**config.mk**
```make
export PLATFORM = sky130hd
export DESIGN_NAME = i2c_cmd_arbiter_flat
export DESIGN_NICKNAME = d
export VERILOG_FILES = /design/src/rtl/i2c_cfg_pkg.sv /design/src/rtl/i2c_cmd_arbiter_if.sv /design/src/rtl/i2c_cmd_arbiter_clkgen.sv /design/src/rtl/i2c_cmd_arbiter.sv /design/src/flat_wrapper.sv
export SDC_FILE = /design/constraint.sdc
export NUM_CORES = 1
export LEC_CHECK = 0
export BUFFER_PORTS_ARGS = -buffer_cell sky130_fd_sc_hd__buf_2
export CAP_MARGIN = 15
export CORE_MARGIN = 4
export CORE_UTILIZATION = 54
export DETAILED_ROUTE_END_ITERATION = 6
export PLACE_DENSITY_LB_ADDON = 0.1
export SKIP_LAST_GASP = 1
export SYNTH_ARGS = -nofsm -noshare
export SYNTH_HDL_FRONTEND = slang
export SYNTH_SLANG_ARGS = --single-unit
```
**constraint.sdc**
```tcl
create_clock -name iCLK -period 5.2 [get_ports iCLK]
set_clock_uncertainty 0.1 [all_clocks]
set_input_delay 0.78 -clock iCLK [delete_from_list [all_inputs] [get_ports iCLK]]
set_output_delay 0.78 -clock iCLK [all_outputs]
set_load 0.02 [all_outputs]
```
**src/rtl/i2c_cfg_pkg.sv**
```systemverilog
// i2c_cfg_pkg
//   Shared constants and helpers for the I2C command arbiter:
//   - default sensor slave address and word-field widths
//   - arbiter FSM state encoding
//   - control-clock divider terminal count
//   - round-robin requester pick
package i2c_cfg_pkg;

  localparam logic [7:0] SLAVE_ADDR_DEF = 8'hBA;
  localparam int ADDR_W = 8;
  localparam int DATA_W = 16;
  localparam int WORD_W = ADDR_W + DATA_W;

  typedef enum logic [2:0] {
    S_IDLE = 3'd0,
    S_LOAD = 3'd1,
    S_RUN  = 3'd2,
    S_REL  = 3'd3,
    S_FIN  = 3'd4
  } state_t;

  function automatic int div_tc(input int clk_freq, input int i2c_freq);
    return clk_freq / i2c_freq;
  endfunction

  // First set bit of req at or after ptr, wrapping within n requesters.
  // Returns ptr when nothing is set; callers qualify with |req.
  function automatic logic [2:0] rr_pick(input logic [7:0] req,
                                         input logic [2:0] ptr,
                                         input int n);
    logic [2:0] pick;
    logic [2:0] ki;
    logic found;
    int k;
    pick  = ptr;
    found = 1'b0;
    for (int i = 0; i < 8; i++) begin
      k  = (int'(ptr) + i) % n;
      ki = 3'(k);
      if ((i < n) && !found && req[ki]) begin
        pick  = ki;
        found = 1'b1;
      end
    end
    return pick;
  endfunction

endpackage

```
**src/rtl/i2c_cmd_arbiter_if.sv**
```systemverilog
// i2c_cmd_arbiter_if
//   Link between the arbiter and the I2C_Controller write engine.
//   oI2C_CTRL_CLK : divided control clock to the controller
//   oI2C_DATA     : {slave addr, sub addr, data} frame
//   oI2C_GO       : start write
//   iI2C_END      : controller finished
//   iI2C_ACK      : 1 = slave NACKed
interface i2c_cmd_arbiter_if;
  logic        oI2C_CTRL_CLK;
  logic [31:0] oI2C_DATA;
  logic        oI2C_GO;
  logic        iI2C_END;
  logic        iI2C_ACK;

  modport master (
    output oI2C_CTRL_CLK, oI2C_DATA, oI2C_GO,
    input  iI2C_END, iI2C_ACK
  );

  modport slave (
    input  oI2C_CTRL_CLK, oI2C_DATA, oI2C_GO,
    output iI2C_END, iI2C_ACK
  );
endinterface

```
**src/rtl/i2c_cmd_arbiter_clkgen.sv**
```systemverilog
// i2c_ctrl_clkgen
//   Divides i_clk down to the I2C control clock.
//   i_clk, i_rst_n : system clock, async active-low reset
//   o_ctrl_clk     : control clock, toggles every TC+1 i_clk cycles
//   o_tick         : high in the i_clk cycle where o_ctrl_clk goes 0->1
module i2c_ctrl_clkgen #(
  parameter int TC = 2500
) (
  input  logic i_clk,
  input  logic i_rst_n,
  output logic o_ctrl_clk,
  output logic o_tick
);

  localparam int CW = (TC > 0) ? $clog2(TC + 1) : 1;

  logic [CW-1:0] r_cnt;
  logic          r_clk;

  always_ff @(posedge i_clk or negedge i_rst_n) begin
    if (!i_rst_n) begin
      r_cnt <= '0;
      r_clk <= 1'b0;
    end else if (r_cnt < CW'(TC)) begin
      r_cnt <= r_cnt + CW'(1);
    end else begin
      r_cnt <= '0;
      r_clk <= ~r_clk;
    end
  end

  assign o_ctrl_clk = r_clk;
  assign o_tick     = (r_cnt == CW'(TC)) && !r_clk;

endmodule

```
**src/rtl/i2c_cmd_arbiter.sv**
```systemverilog
// i2c_cmd_arbiter
//   Shares one I2C_Controller among N_REQ register-write requesters.
//   Round-robin grant, wraps the 24-bit word with SLAVE_ADDR, retries
//   on NACK up to MAX_RETRY times, reports per-requester done/error.
//   iCLK, iRST_N : system clock, async active-low reset
//   iREQ         : level request per requester, held until oDONE/oERR
//   iREQ_DATA    : requester k word at [24k+23:24k]
//   oDONE, oERR  : one-iCLK completion / failure pulses
//   oBUSY        : high from grant until release
//   i2c          : controller link (clock, frame, GO, END, ACK)
//
//   state | meaning
//   IDLE  | waiting for a request on tick
//   LOAD  | frame latched, raise GO on next tick
//   RUN   | GO high, waiting for END
//   REL   | NACKed, GO low, waiting for END to drop before retry
//   FIN   | result reported, waiting for END to drop
module i2c_cmd_arbiter
  import i2c_cfg_pkg::*;
#(
  parameter int         N_REQ      = 3,
  parameter int         CLK_Freq   = 50000000,
  parameter int         I2C_Freq   = 20000,
  parameter logic [7:0] SLAVE_ADDR = SLAVE_ADDR_DEF,
  parameter int         MAX_RETRY  = 3
) (
  input  logic                    iCLK,
  input  logic                    iRST_N,
  input  logic [N_REQ-1:0]        iREQ,
  input  logic [WORD_W*N_REQ-1:0] iREQ_DATA,
  output logic [N_REQ-1:0]        oDONE,
  output logic [N_REQ-1:0]        oERR,
  output logic                    oBUSY,
  i2c_cmd_arbiter_if.master       i2c
);

  localparam int TC = div_tc(CLK_Freq, I2C_Freq);
  localparam int RW = (MAX_RETRY > 0) ? $clog2(MAX_RETRY + 1) : 1;

  state_t             r_state, w_state_nxt;
  logic [2:0]         r_idx, w_idx_nxt;
  logic [2:0]         r_ptr, w_ptr_nxt;
  logic [RW-1:0]      r_retry, w_retry_nxt;
  logic [31:0]        r_data, w_data_nxt;
  logic               r_go, w_go_nxt;
  logic               r_busy, w_busy_nxt;
  logic [N_REQ-1:0]   r_done, w_done_nxt;
  logic [N_REQ-1:0]   r_err, w_err_nxt;

  logic               w_tick;
  logic               w_ctrl_clk;
  logic [7:0]         w_req8;
  logic [2:0]         w_pick;
  logic [WORD_W-1:0]  w_pick_word;
  logic [2:0]         w_idx_inc;
  logic [N_REQ-1:0]   w_idx_hot;

  i2c_ctrl_clkgen #(.TC(TC)) u_clkgen (
    .i_clk      (iCLK),
    .i_rst_n    (iRST_N),
    .o_ctrl_clk (w_ctrl_clk),
    .o_tick     (w_tick)
  );

  assign w_req8      = 8'(iREQ);
  assign w_pick      = rr_pick(w_req8, r_ptr, N_REQ);
  assign w_pick_word = iREQ_DATA[WORD_W*int'(w_pick) +: WORD_W];
  assign w_idx_inc   = (r_idx == 3'(N_REQ - 1)) ? 3'd0 : r_idx + 3'd1;
  assign w_idx_hot   = N_REQ'(1) << r_idx;

  always_ff @(posedge iCLK or negedge iRST_N) begin
    if (!iRST_N) begin
      r_state <= S_IDLE;
      r_idx   <= '0;
      r_ptr   <= '0;
      r_retry <= '0;
      r_data  <= '0;
      r_go    <= 1'b0;
      r_busy  <= 1'b0;
      r_done  <= '0;
      r_err   <= '0;
    end else begin
      r_state <= w_state_nxt;
      r_idx   <= w_idx_nxt;
      r_ptr   <= w_ptr_nxt;
      r_retry <= w_retry_nxt;
      r_data  <= w_data_nxt;
      r_go    <= w_go_nxt;
      r_busy  <= w_busy_nxt;
      r_done  <= w_done_nxt;
      r_err   <= w_err_nxt;
    end
  end

  always_comb begin
    w_state_nxt = r_state;
    w_idx_nxt   = r_idx;
    w_ptr_nxt   = r_ptr;
    w_retry_nxt = r_retry;
    w_data_nxt  = r_data;
    w_go_nxt    = r_go;
    w_busy_nxt  = r_busy;
    w_done_nxt  = '0;
    w_err_nxt   = '0;

    case (r_state)
      S_IDLE: begin
        if (w_tick && (|iREQ)) begin
          w_idx_nxt   = w_pick;
          w_data_nxt  = {SLAVE_ADDR, w_pick_word};
          w_busy_nxt  = 1'b1;
          w_retry_nxt = '0;
          w_state_nxt = S_LOAD;
        end
      end
      S_LOAD: begin
        if (w_tick) begin
          w_go_nxt    = 1'b1;
          w_state_nxt = S_RUN;
        end
      end
      S_RUN: begin
        if (w_tick && i2c.iI2C_END) begin
          w_go_nxt = 1'b0;
          if (!i2c.iI2C_ACK) begin
            w_done_nxt  = w_idx_hot;
            w_busy_nxt  = 1'b0;
            w_ptr_nxt   = w_idx_inc;
            w_state_nxt = S_FIN;
          end else if (r_retry < RW'(MAX_RETRY)) begin
            w_retry_nxt = r_retry + RW'(1);
            w_state_nxt = S_REL;
          end else begin
            w_err_nxt   = w_idx_hot;
            w_busy_nxt  = 1'b0;
            w_ptr_nxt   = w_idx_inc;
            w_state_nxt = S_FIN;
          end
        end
      end
      // Entered on a tick, so the earliest exit is the following tick.
      S_REL: begin
        if (w_tick && !i2c.iI2C_END) begin
          w_state_nxt = S_LOAD;
        end
      end
      S_FIN: begin
        if (w_tick && !i2c.iI2C_END) begin
          w_state_nxt = S_IDLE;
        end
      end
      default: w_state_nxt = S_IDLE;
    endcase
  end

  assign oDONE             = r_done;
  assign oERR              = r_err;
  assign oBUSY             = r_busy;
  assign i2c.oI2C_GO       = r_go;
  assign i2c.oI2C_DATA     = r_data;
  assign i2c.oI2C_CTRL_CLK = w_ctrl_clk;

endmodule

```
**src/flat_wrapper.sv**
```systemverilog
// flat-port wrapper written by rule: the top's interface ports become plain ports
module i2c_cmd_arbiter_flat import i2c_cfg_pkg::*;
#(
  parameter int         N_REQ      = 3,
  parameter int         CLK_Freq   = 50000000,
  parameter int         I2C_Freq   = 20000,
  parameter logic [7:0] SLAVE_ADDR = SLAVE_ADDR_DEF,
  parameter int         MAX_RETRY  = 3
)
  (iCLK, iRST_N, iREQ, iREQ_DATA, oDONE, oERR, oBUSY, i2c_oI2C_CTRL_CLK, i2c_oI2C_DATA, i2c_oI2C_GO, i2c_iI2C_END, i2c_iI2C_ACK);
  i2c_cmd_arbiter_if i2c_i ();
  input  logic iCLK;
  input  logic iRST_N;
  input  logic [N_REQ-1:0] iREQ;
  input  logic [WORD_W*N_REQ-1:0] iREQ_DATA;
  output logic [N_REQ-1:0] oDONE;
  output logic [N_REQ-1:0] oERR;
  output logic oBUSY;
  output wire logic [$bits(i2c_i.oI2C_CTRL_CLK)-1:0] i2c_oI2C_CTRL_CLK;
  output wire logic [$bits(i2c_i.oI2C_DATA)-1:0] i2c_oI2C_DATA;
  output wire logic [$bits(i2c_i.oI2C_GO)-1:0] i2c_oI2C_GO;
  input wire logic [$bits(i2c_i.iI2C_END)-1:0] i2c_iI2C_END;
  input wire logic [$bits(i2c_i.iI2C_ACK)-1:0] i2c_iI2C_ACK;
  assign i2c_oI2C_CTRL_CLK = i2c_i.oI2C_CTRL_CLK;
  assign i2c_oI2C_DATA = i2c_i.oI2C_DATA;
  assign i2c_oI2C_GO = i2c_i.oI2C_GO;
  assign i2c_i.iI2C_END = i2c_iI2C_END;
  assign i2c_i.iI2C_ACK = i2c_iI2C_ACK;
  i2c_cmd_arbiter #(.N_REQ(N_REQ), .CLK_Freq(CLK_Freq), .I2C_Freq(I2C_Freq), .SLAVE_ADDR(SLAVE_ADDR), .MAX_RETRY(MAX_RETRY)) u_core (.iCLK(iCLK), .iRST_N(iRST_N), .iREQ(iREQ), .iREQ_DATA(iREQ_DATA), .oDONE(oDONE), .oERR(oERR), .oBUSY(oBUSY), .i2c(i2c_i));
endmodule
```
==> Yosys cells after proc, flatten, opt, wreduce, memory -nomap -nowiden <==
Cells that the tools add are included.
{ "classes": {"shift": 2, "n_mux": 43, "add_sub_neg": 5, "bitwise_logic": 1, "n_eq_ne": 15, "n_reduce_logical": 20, "order_cmp": 5, "mul": 1, "div": 3} }
{ "ops": {"columns": ["cell", "count"], "rows": [
  ["72-bit by 9-bit variable part select with 24-bit output", 1],
  ["32-bit by 3-bit modulo with 32-bit output, second input constant", 2],
  ["3-bit two-way mux", 20],
  ["4-bit by 3-bit modulo with 32-bit output, second input constant", 1],
  ["3-bit one-hot mux with 5 select lines", 1],
  ["12-bit by 1-bit adder with 12-bit output, second input constant", 1],
  ["12-bit == test, second input constant", 1],
  ["12-bit < comparator, second input constant", 1],
  ["3-bit by 4-bit < comparator with 1-bit output, second input constant", 3],
  ["12-bit two-way mux", 1],
  ["2-bit by 1-bit inequality test with 1-bit output, second input constant", 6],
  ["1-bit two-way mux", 11],
  ["5-bit AND reduction", 2],
  ["1-bit binary-select mux with 3-bit select", 3],
  ["3-bit by 2-bit == test with 1-bit output, second input constant", 3],
  ["2-bit two-way mux", 4],
  ["1-bit logical AND", 6],
  ["3-bit AND reduction", 2],
  ["2-bit by 3-bit multiplier with 5-bit output, first input constant", 1],
  ["3-bit by 1-bit adder with 4-bit output, second input constant", 1],
  ["3-bit by 2-bit adder with 4-bit output, second input constant", 1],
  ["1-bit zero test", 4],
  ["2-bit inequality test, second input constant", 2],
  ["1-bit one-hot mux with 2 select lines", 2],
  ["14 further kinds", 15]
]} }
{ "word_totals": {"regBits": 57, "inputBits": 79, "elab_cells": 106, "memories": 0, "latch_bits": 0, "romBits": 0, "ramBits": 0, "output_inout_bits": 41} }

==> Longest topological paths before layout <==
Gate-level depths: netlist of run 1.
{ "logic_depth": {"ltp_word": 12, "mapped_depth": 19, "mapped_depth_nobuf": 16} }

==> Modules after synthesis <==
Synthesis of run 1 repeated with hierarchy kept, for this count alone.
{ "hier_totals": {"hier_cells": 444, "area_unflattened_um2": 4057.6} }
{ "by_module_without_submodules": {"columns": ["module", "area_per_inst_um2", "n_inst", "seq_area_each_um2", "cells_each"], "rows": [
  ["i2c_cmd_arbiter", 3405.8, 1, 1101.1, 376],
  ["i2c_ctrl_clkgen", 651.9, 1, 325.3, 68]
]} }

==> Worst setup path after synthesis of run 1 <==
Ideal clock, no wire load.
{ "synth_path": {"path_kind": "register -> register", "start": "reg u_core.r_ptr[1]", "end": "reg u_core.r_data[17] (netlist: u_core.i2c.oI2C_DATA[17])", "required_time_ps": 5031, "setup_slack_ps": 570, "setup_ps": 69, "period_less_slack_ps": 4630, "stages_incl_launch_ff": 18, "path_buffers": 3, "arrival_time_ps": 4461, "cell_sequence": "dfrtp_1 > buf_2 > inv_1 > ha_1 > ha_1 > ha_1 > clkbuf_2 > or3_4 > a32oi_4 > ha_1 > or3b_2 > a31oi_1 > o211ai_1 > and4_1 > a2111oi_4 > buf_2 > nand3_1 > nand3_1"} }
{ "synth_via": {"elab_chain_cells": 12, "word_cells_on_any_way": 22} }
{ "synth_rtl": {"columns": ["element", "line_no", "text"], "rows": [
  ["start, declared", "i2c_cmd_arbiter.sv:42", "logic [2:0] r_ptr, w_ptr_nxt;"],
  ["start signal, assigned", "i2c_cmd_arbiter.sv:85", "r_ptr <= w_ptr_nxt;"],
  ["parallel branches: the longest is 9 deep, another holds 32-bit by 3-bit modulo with 32-bit output", null, null],
  ["3-bit two-way mux (*)", "i2c_cfg_pkg.sv:40", "if ((i < n) && !found && req[ki]) begin"],
  ["2-bit by 3-bit multiplier with 5-bit output (*)", "i2c_cmd_arbiter.sv:67", "assign w_pick_word = iREQ_DATA[WORD_W*int'(w_pick) +: WORD_W];"],
  ["72-bit by 9-bit variable part select with 24-bit output (*)", "i2c_cmd_arbiter.sv:67", null],
  ["end signal, assigned", "i2c_cmd_arbiter.sv:87", "r_data <= w_data_nxt;"],
  ["end, declared", "i2c_cmd_arbiter.sv:44", "logic [31:0] r_data, w_data_nxt;"]
]} }
Every way passes the cells marked *. The select of a mux whose other input is x is not followed.
A chain may end at the register's enable or synchronous reset.

==> Final worst setup path of run 1 <==
{ "layout_path": {"start": "reg u_core.r_ptr[1]", "end": "reg u_core.r_data[22] (netlist: u_core.i2c.oI2C_DATA[22])"} }
The elaborated chain is that of the path after synthesis.

==> results of run 1 <==
[power by group]
group	switching (W)	total (W)	leakage (nW)	internal, W
Clock	0.000173	0.000463	0.111	0.000290
Sequential	0.00000182	0.000446	0.768	0.000444
Combinational	0.0000671	0.000118	1.88	0.0000513
[stage by stage]
stage	cell area [um^2]	instances	hold slack, ns	util	power (W)
after floorplan	4571	514	0.3413	-	0.0005178
after global placement	5205	715	0.3559	0.6335	0.0005691
after detailed placement	5205	715	0.3616	0.6335	0.0005697
after CTS	5421	729	0.3774	0.6598	0.001037
after global routing	5436	731	0.3984	0.6616	0.001064
final	5436	731	0.3727	0.6616	0.001027
[flip-flops by register name (all words and copies together) (netlist names)]
name	cells
u_core.oBUSY	1
u_core.i2c.oI2C_DATA	25
u_core.u_clkgen.o_ctrl_clk	1
u_core.r_idx	3
u_core.r_state	3
u_core.u_clkgen.r_cnt	12
u_core.oDONE	3
u_core.i2c.oI2C_GO	1
u_core.r_retry	2
u_core.r_ptr	3
u_core.oERR	3
[cell usage after synthesis (4+ instances only)]
cell      instances  area share
ha_1             21       0.058
xnor2_1           7       0.013
buf_2            10       0.011
nand4_1           5      0.0069
clkbuf_1         16       0.013
buf_4            10       0.016
inv_1            19       0.016
dfrtp_1          57        0.31
o211ai_2         20       0.055
a21oi_1          14       0.015
nor3_1           10       0.011
nand3_1          57       0.063
o211ai_1          6      0.0099
mux2i_1           5       0.011
nand2_1          47       0.039
a31oi_1           4      0.0055
nand2b_1          8       0.011
nor2_1           36       0.030
and3_1            6      0.0082
o31a_1           26       0.050
buf_6             5       0.012
o21ai_0          12       0.013
xor2_1            7       0.013
and4_1           27       0.052
nor2b_1           5      0.0069
[layout make-up]
type | instances | area [um^2] | share of cell area
Multi-Input combinational cell | 395 | 2826 | 0.5199
Timing Repair Buffer | 140 | 760.7 | 0.1399
Inverter | 20 | 75.07 | 0.01381
Clock inverter | 3 | 65.06 | 0.01197
Tap cell | 105 | 131.4 | 0.02417
Clock buffer | 11 | 151.4 | 0.02785
Sequential cell | 57 | 1426 | 0.2624
[path summary, 6_finish.rpt]
| path | from | end | slack, ns | cells past startpoint |
|---|---|---|---|---|
| min in group asynchronous | iRST_N | u_core.i2c.oI2C_DATA[21] | 0.49 | 2 |
| hold / removal | u_core.i2c.oI2C_DATA[21] | u_core.i2c.oI2C_DATA[21] | 0.37 | 2 |
| setup / recovery | u_core.r_ptr[1] | u_core.i2c.oI2C_DATA[22] | 0.27 | 16 |
| max in group asynchronous | iRST_N | u_core.r_retry[1] | 4.00 | 2 |
| hold reg to reg | u_core.i2c.oI2C_DATA[21] | u_core.i2c.oI2C_DATA[21] | 0.37 | 2 |
| setup reg to reg | u_core.r_ptr[1] | u_core.i2c.oI2C_DATA[22] | 0.27 | 16 |
[logic make-up (layout without fill, tap and decap cells)]
kind of cell    count (synthesis)  count (layout)  share of synthesized area
compound gates                126             126                     0.2443
other cells                     1               3                  0.0008218
fa+ha+maj                      21              21                    0.05758
simple gates                  224             224                     0.2704
xor+xnor                       15              15                    0.03044
flops                          57              57                     0.3126
buf+inv                        62             174                    0.07047
mux                             6               6                    0.01344
[metal layers]
metal  track usage  up-vias  wire length [um]
met5             0        -                 0
li1              -     2130                 -
met3       0.05351       19               790
met4       0.09454        0               206
met2        0.4053      151              6095
met1        0.3225     2144              5416
[repair_timing]
action,CTS,global route
endpoints found under the setup margin,0,6
setup buffers,0,2
hold endpoints to repair,0,0
[worst max-delay path, delay by kind of cell (launching register included)]
family,cells,cell delay (ns)
simple gates,5,1.53
compound gates,5,1.12
fa+ha+maj,4,1.09
flops,1,0.44
xor+xnor,1,0.28
buf+inv,1,0.25
==> flow_summary_export.csv, run 1 <==
group,metric,value,unit
outcome,status,"finished clean",
drt,drc_errors,0,
clock_tree,cts_resized,0,
global_routing,grt.total_usage,0.2482,
timing,setup_violations,0,
timing,timing.final.crit_share,0.9474,
synthesis,ys.flop_type,"dfrtp_1",
timing,drv_slew,0,
worst_setup_path,critPathLaunchType,"register",
synthesis,ys_types,70,
floorplan,dieArea,0.009985,mm^2
synthesis,synth-seq-cells,57,
worst_setup_path,cpMostUsedCell,"ha_1",
power,vdd_drop_max,0.1320,mV
placed_design,place_congestion,0.8736,
drt,post_drt_wl_per_cell,17.11,um
timing,period_needed,4.926,ns
global_routing,grt_pass1_wl,20130,um
timing,hold_viol_final,0,
timing,fin_ws,0.2737,ns
clock_tree,cts_buffer_depth,2,
drt,viasPerCell,6.079,
synthesis,synth_enable_flop_cells,0,
floorplan,ios,120,
timing,grt_setup_unrepaired,"false",
global_routing,antenna_found_initial,0,
synthesis,yosysWarnings,0,
floorplan,core,0.008217,mm^2
drt,drtPass1Iterations,5,
worst_setup_path,crit_path_end_kind,"register",
finish,final_nets,723,
placed_design,place_hpwl,9134,um
worst_setup_path,cp_data_arrival_time,5.04,ns
global_routing,grt_pass1_vias,4297,
min_path,hold_path.class,"register to register",
floorplan,start_util,0.5554,
floorplan,die_h,99.93,um
clock_tree,root_buffer,"clkbuf_8",
floorplan,rows,33,
drt,antenna_left,0,
worst_setup_path,path_max_fanout,12,
worst_setup_path,cp_slowest_cell,"or3b_2",
timing,tightestPinTransition,0.7583,ns
synthesis,synth_area,0.004563,mm^2
clock_tree,cts_buffers,9,
drt,vias,4444,
finish,layout_commonest_cell,"buf_2",
placed_design,post-place-ws,0.3225,ns
finish,mostFrequentLayoutCells,"buf_2, nand3_1, dfrtp_1",
synthesis,synth_cells,512,
timing,slew_headroom,0.4945,
synthesis,async_flop_share,1.000,
worst_setup_path,critPathMaxStageDelay,0.50,ns
finish,fill_cells,683,
clock_tree,clkLatencyLatePin,0.33,ns
finish,antenna_cells,0,
worst_setup_path,critPathRequiredTime,5.31,ns
finish,area_delta_synth_final,19.14,%
clock_tree,path_clk_slew,0.07,ns
clock_tree,numClockSinks,57,
global_routing,grt.overflow.total,0,
power,p_per_area,188.9,mW/mm^2
timing,fmax,0.2030,GHz
floorplan,die_x,99.93,um
power,p_leak,2.758,nW
worst_setup_path,critPathKind,"register to register",
drt,routed_wl,12510,um
global_routing,grt_max_degree,58,
run,maxCapViolCount,0,
synthesis,syn_avg_cell_area,8.912,um^2
timing,fin_tns_setup,0,ns
synthesis,ys_seq_area_frac,0.3126,
worst_setup_path,crit_chain,"ha_1 > xnor2_2 > nor2_1 > ha_1 > ha_1 > or3_4 > a32oi_4 > ha_1 > or3b_2 > a31oi_1 > o211ai_1 > and4_1 > buf_4 > o31a_1 > o211ai_2 > nand3_1",
finish,layout-drive-gt1-share,0.3131,
clock_tree,hold_buffers,0,
clock_tree,cts.htree.levels,3,
clock_tree,cts_tree,"built",
placed_design,port_buffers,116,
drt,dr.first_iter.drc_count,239,
(Power assumes the default switching activity.)
==> run 2, diff against run 1 <==
clock period = 5.6 ns   (was 5.2 ns; I/O delays follow)
==> run 2 against run 1 <==
Non-clock buffer count down 8; wire length rose by 0.65%; fmax fell by 6.5%; count of clock-buffer cells in the layout rose by 2; largest cell class unchanged; core utilization fell by 0.61 points; critical path depth is the same; sequential share of layout area grew 0.24 points; via count down 0.29%; final cell count fell by 0.96%; register-to-register slack gained 0.06 ns; combinational power shrank 9%; die area unchanged.
==> flow_summary_export.csv, run 2 (synthesis gave the netlist of run 1 again) <==
group,metric,value,unit
drt,dr.first_iter.drc_count,228,
timing,tightestPinTransition,1.033,ns
worst_setup_path,crit_path_end_kind,"register",
timing,drv_slew,0,
clock_tree,cts_resized,0,
min_path,hold_end,"u_core.i2c.oI2C_DATA[4]",
timing,fin_tns_setup,0,ns
worst_setup_path,crit_buf_inv,1,
global_routing,grt_pass1_vias,4338,
floorplan,core,0.008217,mm^2
timing,holdWs,0.3726,ns
drt,post_drt_wl_per_cell,17.39,um
timing,fmax,0.1898,GHz
timing,timing.final.crit_share,0.9409,
outcome,status,"finished clean",
drt,vias,4431,
worst_setup_path,critPathKind,"register to register",
worst_setup_path,r2r_slack,0.33,ns
drt,antenna_left,0,
power,vdd_drop_max,0.1065,mV
global_routing,grt.overflow.total,0,
clock_tree,root_buffer,"clkbuf_8",
min_path,hold_path.class,"register to register",
timing,setup_violations,0,
worst_setup_path,critPathMaxStageDelay,0.60,ns
clock_tree,cts_buffers,9,
worst_setup_path,crit_chain,"buf_4 > ha_1 > xnor2_2 > nor2_1 > ha_1 > ha_1 > or3_4 > a32oi_4 > ha_1 > or3b_2 > a31oi_1 > o211ai_1 > and4_1 > o31a_1 > o211ai_1 > nand3_1",
global_routing,grt_max_degree,58,
floorplan,rows,33,
clock_tree,clkLatencyLatePin,0.34,ns
clock_tree,path_clk_slew,0.07,ns
placed_design,port_buffers,116,
worst_setup_path,critPathLaunchType,"register",
clock_tree,post-cts-setup-buffers,0,
global_routing,grt.total_usage,0.2530,
finish,final_nets,715,
finish,area_delta_synth_final,18.04,%
finish,largest_reg_flops,25,
placed_design,place_congestion,0.8744,
worst_setup_path,critical_path.top_delay_family,"simple AND/OR/NAND/NOR gates",
run,maxCapViolCount,0,
clock_tree,numClockSinks,57,
worst_setup_path,path_max_fanout,25,
timing,period_needed,5.269,ns
worst_setup_path,r2r_cells,16,
min_path,hp-start,"u_core.i2c.oI2C_DATA[4]",
finish,layout-drive-gt1-share,0.3053,
power,p_total,0.0009471,W
drt,drc_errors,0,
timing,hold_viol_final,0,
power,p_leak,2.723,nW
drt,viasPerCell,6.120,
clock_tree,cts_tree,"built",
worst_setup_path,cp_slowest_cell,"and4_1",
placed_design,post-place-ws,0.4169,ns
placed_design,place_hpwl,8985,um
timing,fin_ws,0.3309,ns
drt,drtPass1Iterations,5,
min_path,whs_path_depth,2,
floorplan,ios,120,
worst_setup_path,cpMostUsedCell,"ha_1",
power,p_per_area,175.8,mW/mm^2
clock_tree,cts.htree.levels,3,
clock_tree,cts_buffer_depth,2,
clock_tree,hold_buffers,0,
timing,slew_headroom,0.3114,
finish,antenna_cells,0,
global_routing,antenna_found_initial,0,
finish,mostFrequentLayoutCells,"buf_2, nand3_1, dfrtp_1",
worst_setup_path,rr_endpoint,"u_core.i2c.oI2C_DATA[15]",
floorplan,die_h,99.93,um
floorplan,start_util,0.5554,
worst_setup_path,cp_data_arrival_time,5.40,ns
worst_setup_path,critPathRequiredTime,5.73,ns
timing,grt_setup_unrepaired,"false",
finish,layout_commonest_cell,"buf_2",
floorplan,die_x,99.93,um
floorplan,dieArea,0.009985,mm^2
worst_setup_path,rr_startpoint,"u_core.r_ptr[1]",
drt,routed_wl,12590,um
global_routing,grt_pass1_wl,20490,um
[run 2: how the worst max path moves through the flow]
stage	from	to	slack, ns	cells after the start
5_1_grt	u_core.r_ptr[1]	u_core.i2c.oI2C_DATA[16]	0.05	16
2_1_floorplan	u_core.r_ptr[1]	u_core.i2c.oI2C_DATA[17]	0.97	17
4_1_cts	u_core.r_ptr[1]	u_core.i2c.oI2C_DATA[20]	0.40	16
3_3_place_gp	u_core.r_ptr[1]	u_core.i2c.oI2C_DATA[13]	0.61	16
3_5_place_dp	u_core.r_ptr[1]	u_core.i2c.oI2C_DATA[20]	0.42	16
6_report	u_core.r_ptr[1]	u_core.i2c.oI2C_DATA[15]	0.33	16
[run 2: metal layers]
metal  up-vias  global-route usage  routed length (um)
met1      2126              0.3336                5255
li1       2114                   -                   -
met3        36             0.03961                 775
met2       155              0.4115                6168
met5         -                   0                   0
met4         0              0.1113                 393
[run 2: through the flow]
stage          std cells  utilization  area (um^2)
2_1_floorplan        514            -         4571
3_3_place_gp         709       0.6295         5172
4_1_cts              724       0.6556         5386
3_5_place_dp         709       0.6295         5172
6_report             724       0.6556         5386
5_1_grt              724       0.6556         5386
[run 2: layout make-up]
cell class | count | area, um^2
tap | 105 | 131.4
clock inverter | 2 | 35.03
multi-input combinational | 395 | 2826
inverter | 20 | 75.07
timing repair buffer | 132 | 713.2
sequential | 57 | 1426
fill | 709 | 2830
clock buffer | 13 | 178.9
[run 2: power by group]
part           total (W)  internal, W  switching (W)
combinational   0.000107    0.0000457      0.0000617
clock           0.000426     0.000251       0.000174
sequential      0.000414     0.000412     0.00000167
total           0.000947     0.000709       0.000238
[run 2: worst register-to-register path: stages (launching register included)]
cell and delay [ns]:
dfrtp_1 0.48, buf_4 0.21, ha_1 0.23, xnor2_2 0.26, nor2_1 0.09, ha_1 0.22, ha_1 0.29, or3_4 0.43
a32oi_4 0.27, ha_1 0.31, or3b_2 0.49, a31oi_1 0.22, o211ai_1 0.24, and4_1 0.60, o31a_1 0.43, o211ai_1 0.18
nand3_1 0.10
==> run 3, diff against run 2 <==
CORE_UTILIZATION = 49   (was 54)
clock period = 4.5 ns   (was 5.6 ns; I/O delays follow)
==> run 3 against run 2 <==
First-iteration DRC count rose by 16%; wire length increased by 4.4%; sequential share of layout area down 1.6 points; flip-flop and latch count unchanged; final cell count rose by 3.0%; final area is 6.6% higher; non-clock buffer count increased by 19; fmax is 21% higher; total power up 26%; core utilization shrank 0.99 points; count of clock-buffer cells in the layout unchanged.
==> flow_summary_export.csv, run 3 (synthesis gave the netlist of run 1 again) <==
group,metric,value,unit
power,p_leak,2.861,nW
placed_design,place_hpwl,9447,um
drt,viasPerCell,5.971,
placed_design,port_buffers,116,
finish,area_delta_synth_final,25.80,%
drt,routed_wl,13140,um
global_routing,grt_pass1_vias,4426,
finish,layout_commonest_cell,"buf_2",
worst_setup_path,critPathLaunchType,"register",
timing,slew_headroom,0.4854,
global_routing,grt.overflow.total,0,
finish,instances_no_fill,746,
drt,drc_errors,0,
worst_setup_path,cp_data_arrival_time,4.52,ns
clock_tree,hold_buffers,0,
floorplan,start_util,0.5132,
drt,dr.first_iter.drc_count,264,
timing,setup_violations,0,
outcome,status,"finished clean",
timing,fmax,0.2298,GHz
floorplan,rows,34,
timing,hold_viol_final,0,
worst_setup_path,crit_path_end_kind,"register",
finish,final_nets,734,
timing,fin_ws,0.1488,ns
floorplan,dieArea,0.01092,mm^2
drt,post_drt_wl_per_cell,17.62,um
global_routing,grt.total_usage,0.2343,
worst_setup_path,crit_chain,"buf_6 > inv_4 > ha_1 > ha_2 > ha_2 > or3_4 > a32oi_4 > ha_4 > or3b_2 > a31oi_2 > o211ai_1 > and4_4 > a2111oi_4 > buf_4 > clkbuf_16 > nand3_1 > nand3_1",
finish,layout-drive-gt1-share,0.3527,
worst_setup_path,rr_endpoint,"u_core.i2c.oI2C_DATA[22]",
worst_setup_path,rr_startpoint,"u_core.r_ptr[0]",
clock_tree,path_clk_slew,0.07,ns
power,p_per_area,207.9,mW/mm^2
worst_setup_path,cp_slowest_cell,"or3b_2",
finish,largest_reg_flops,25,
floorplan,die_x,104.5,um
worst_setup_path,critPathMaxStageDelay,0.50,ns
placed_design,post-place-ws,-0.0002340,ns
timing,timing.final.crit_share,0.9669,
clock_tree,cts_tree,"built",
clock_tree,cts_buffer_depth,2,
drt,antenna_left,0,
clock_tree,root_buffer,"clkbuf_8",
global_routing,antenna_found_initial,0,
timing,period_needed,4.351,ns
power,vdd_drop_max,0.1801,mV
timing,tightestPinTransition,0.7612,ns
run,maxCapViolCount,0,
worst_setup_path,r2r_slack,0.15,ns
floorplan,ios,120,
worst_setup_path,r2r_cells,17,
global_routing,grt_pass1_wl,21360,um
drt,vias,4454,
timing,drv_slew,0,
power,p_total,0.001193,W
floorplan,core,0.008891,mm^2
clock_tree,numClockSinks,57,
worst_setup_path,critPathRequiredTime,4.67,ns
drt,drtPass1Iterations,5,
clock_tree,cts_buffers,9,
clock_tree,cts.htree.levels,3,
worst_setup_path,critPathKind,"register to register",
clock_tree,clkLatencyLatePin,0.33,ns
finish,antenna_cells,0,
min_path,hold_path.class,"input port to asynchronous set/reset pin",
worst_setup_path,crit_buf_inv,4,
timing,fin_tns_setup,0,ns
placed_design,dp.cells,723,
placed_design,place_congestion,0.8530,
worst_setup_path,critical_path.top_delay_family,"simple AND/OR/NAND/NOR gates",
floorplan,die_h,104.5,um
worst_setup_path,path_max_fanout,12,
finish,mostFrequentLayoutCells,"buf_2, nand3_1, dfrtp_1",
global_routing,grt_max_degree,58,
run 3: layer usage:
metal / share of wire / global-route usage / wire length [um]
met5: 0 / 0 / 0
met4: 0.019 / 0.08262 / 247
met3: 0.055 / 0.03414 / 717
met2: 0.48 / 0.3861 / 6334
met1: 0.44 / 0.3146 / 5844
run 3: repair_timing:
action | 4_1_cts | 5_1_grt
gates cloned | 0 | 2
endpoints found under the setup margin | 6 | 25
endpoints found under the hold margin | 0 | 0
pin swaps | 0 | 9
setup buffers | 0 | 6
gates resized for setup | 2 | 20
run 3: report_power, final:
group / internal, W / switching (W)
Combinational: 0.0000695 / 0.0000801
Sequential: 0.000513 / 0.00000212
Clock: 0.000313 / 0.000216
run 3: worst max-delay path by stage:
| stage | startpoint | to | slack [ns] | depth (start not counted) |
|---|---|---|---|---|
| 5_1_grt | u_core.r_ptr[0] | u_core.i2c.oI2C_DATA[15] | -0.05 | 18 |
| 3_5_place_dp | u_core.r_ptr[0] | u_core.i2c.oI2C_DATA[12] | -0.0002 | 16 |
| 6_report | u_core.r_ptr[0] | u_core.i2c.oI2C_DATA[22] | 0.15 | 17 |
| 4_1_cts | u_core.r_ptr[0] | u_core.i2c.oI2C_DATA[14] | 0.03 | 16 |
| 2_1_floorplan | u_core.r_ptr[0] | u_core.i2c.oI2C_DATA[0] | 0.01 | 18 |
| 3_3_place_gp | u_core.r_ptr[1] | u_core.i2c.oI2C_DATA[9] | 0.13 | 16 |
run 3: area by class of cell:
type	instances	area (um^2)
Clock inverter	2	35.03
Tap cell	108	135.1
Inverter	20	77.57
Multi-Input combinational cell	395	2919
Clock buffer	13	178.9
Timing Repair Buffer	151	967.2
Fill cell	792	3151
Sequential cell	57	1428
run 3: through the flow:
step	hold slack (ns)	instance area (um^2)	util
3_5_place_dp	0.3608	5338	0.6003
4_1_cts	0.3759	5554	0.6247
6_report	0.3700	5741	0.6457
5_1_grt	0.3893	5741	0.6457
2_1_floorplan	0.2794	4586	-
3_3_place_gp	0.3525	5338	0.6003
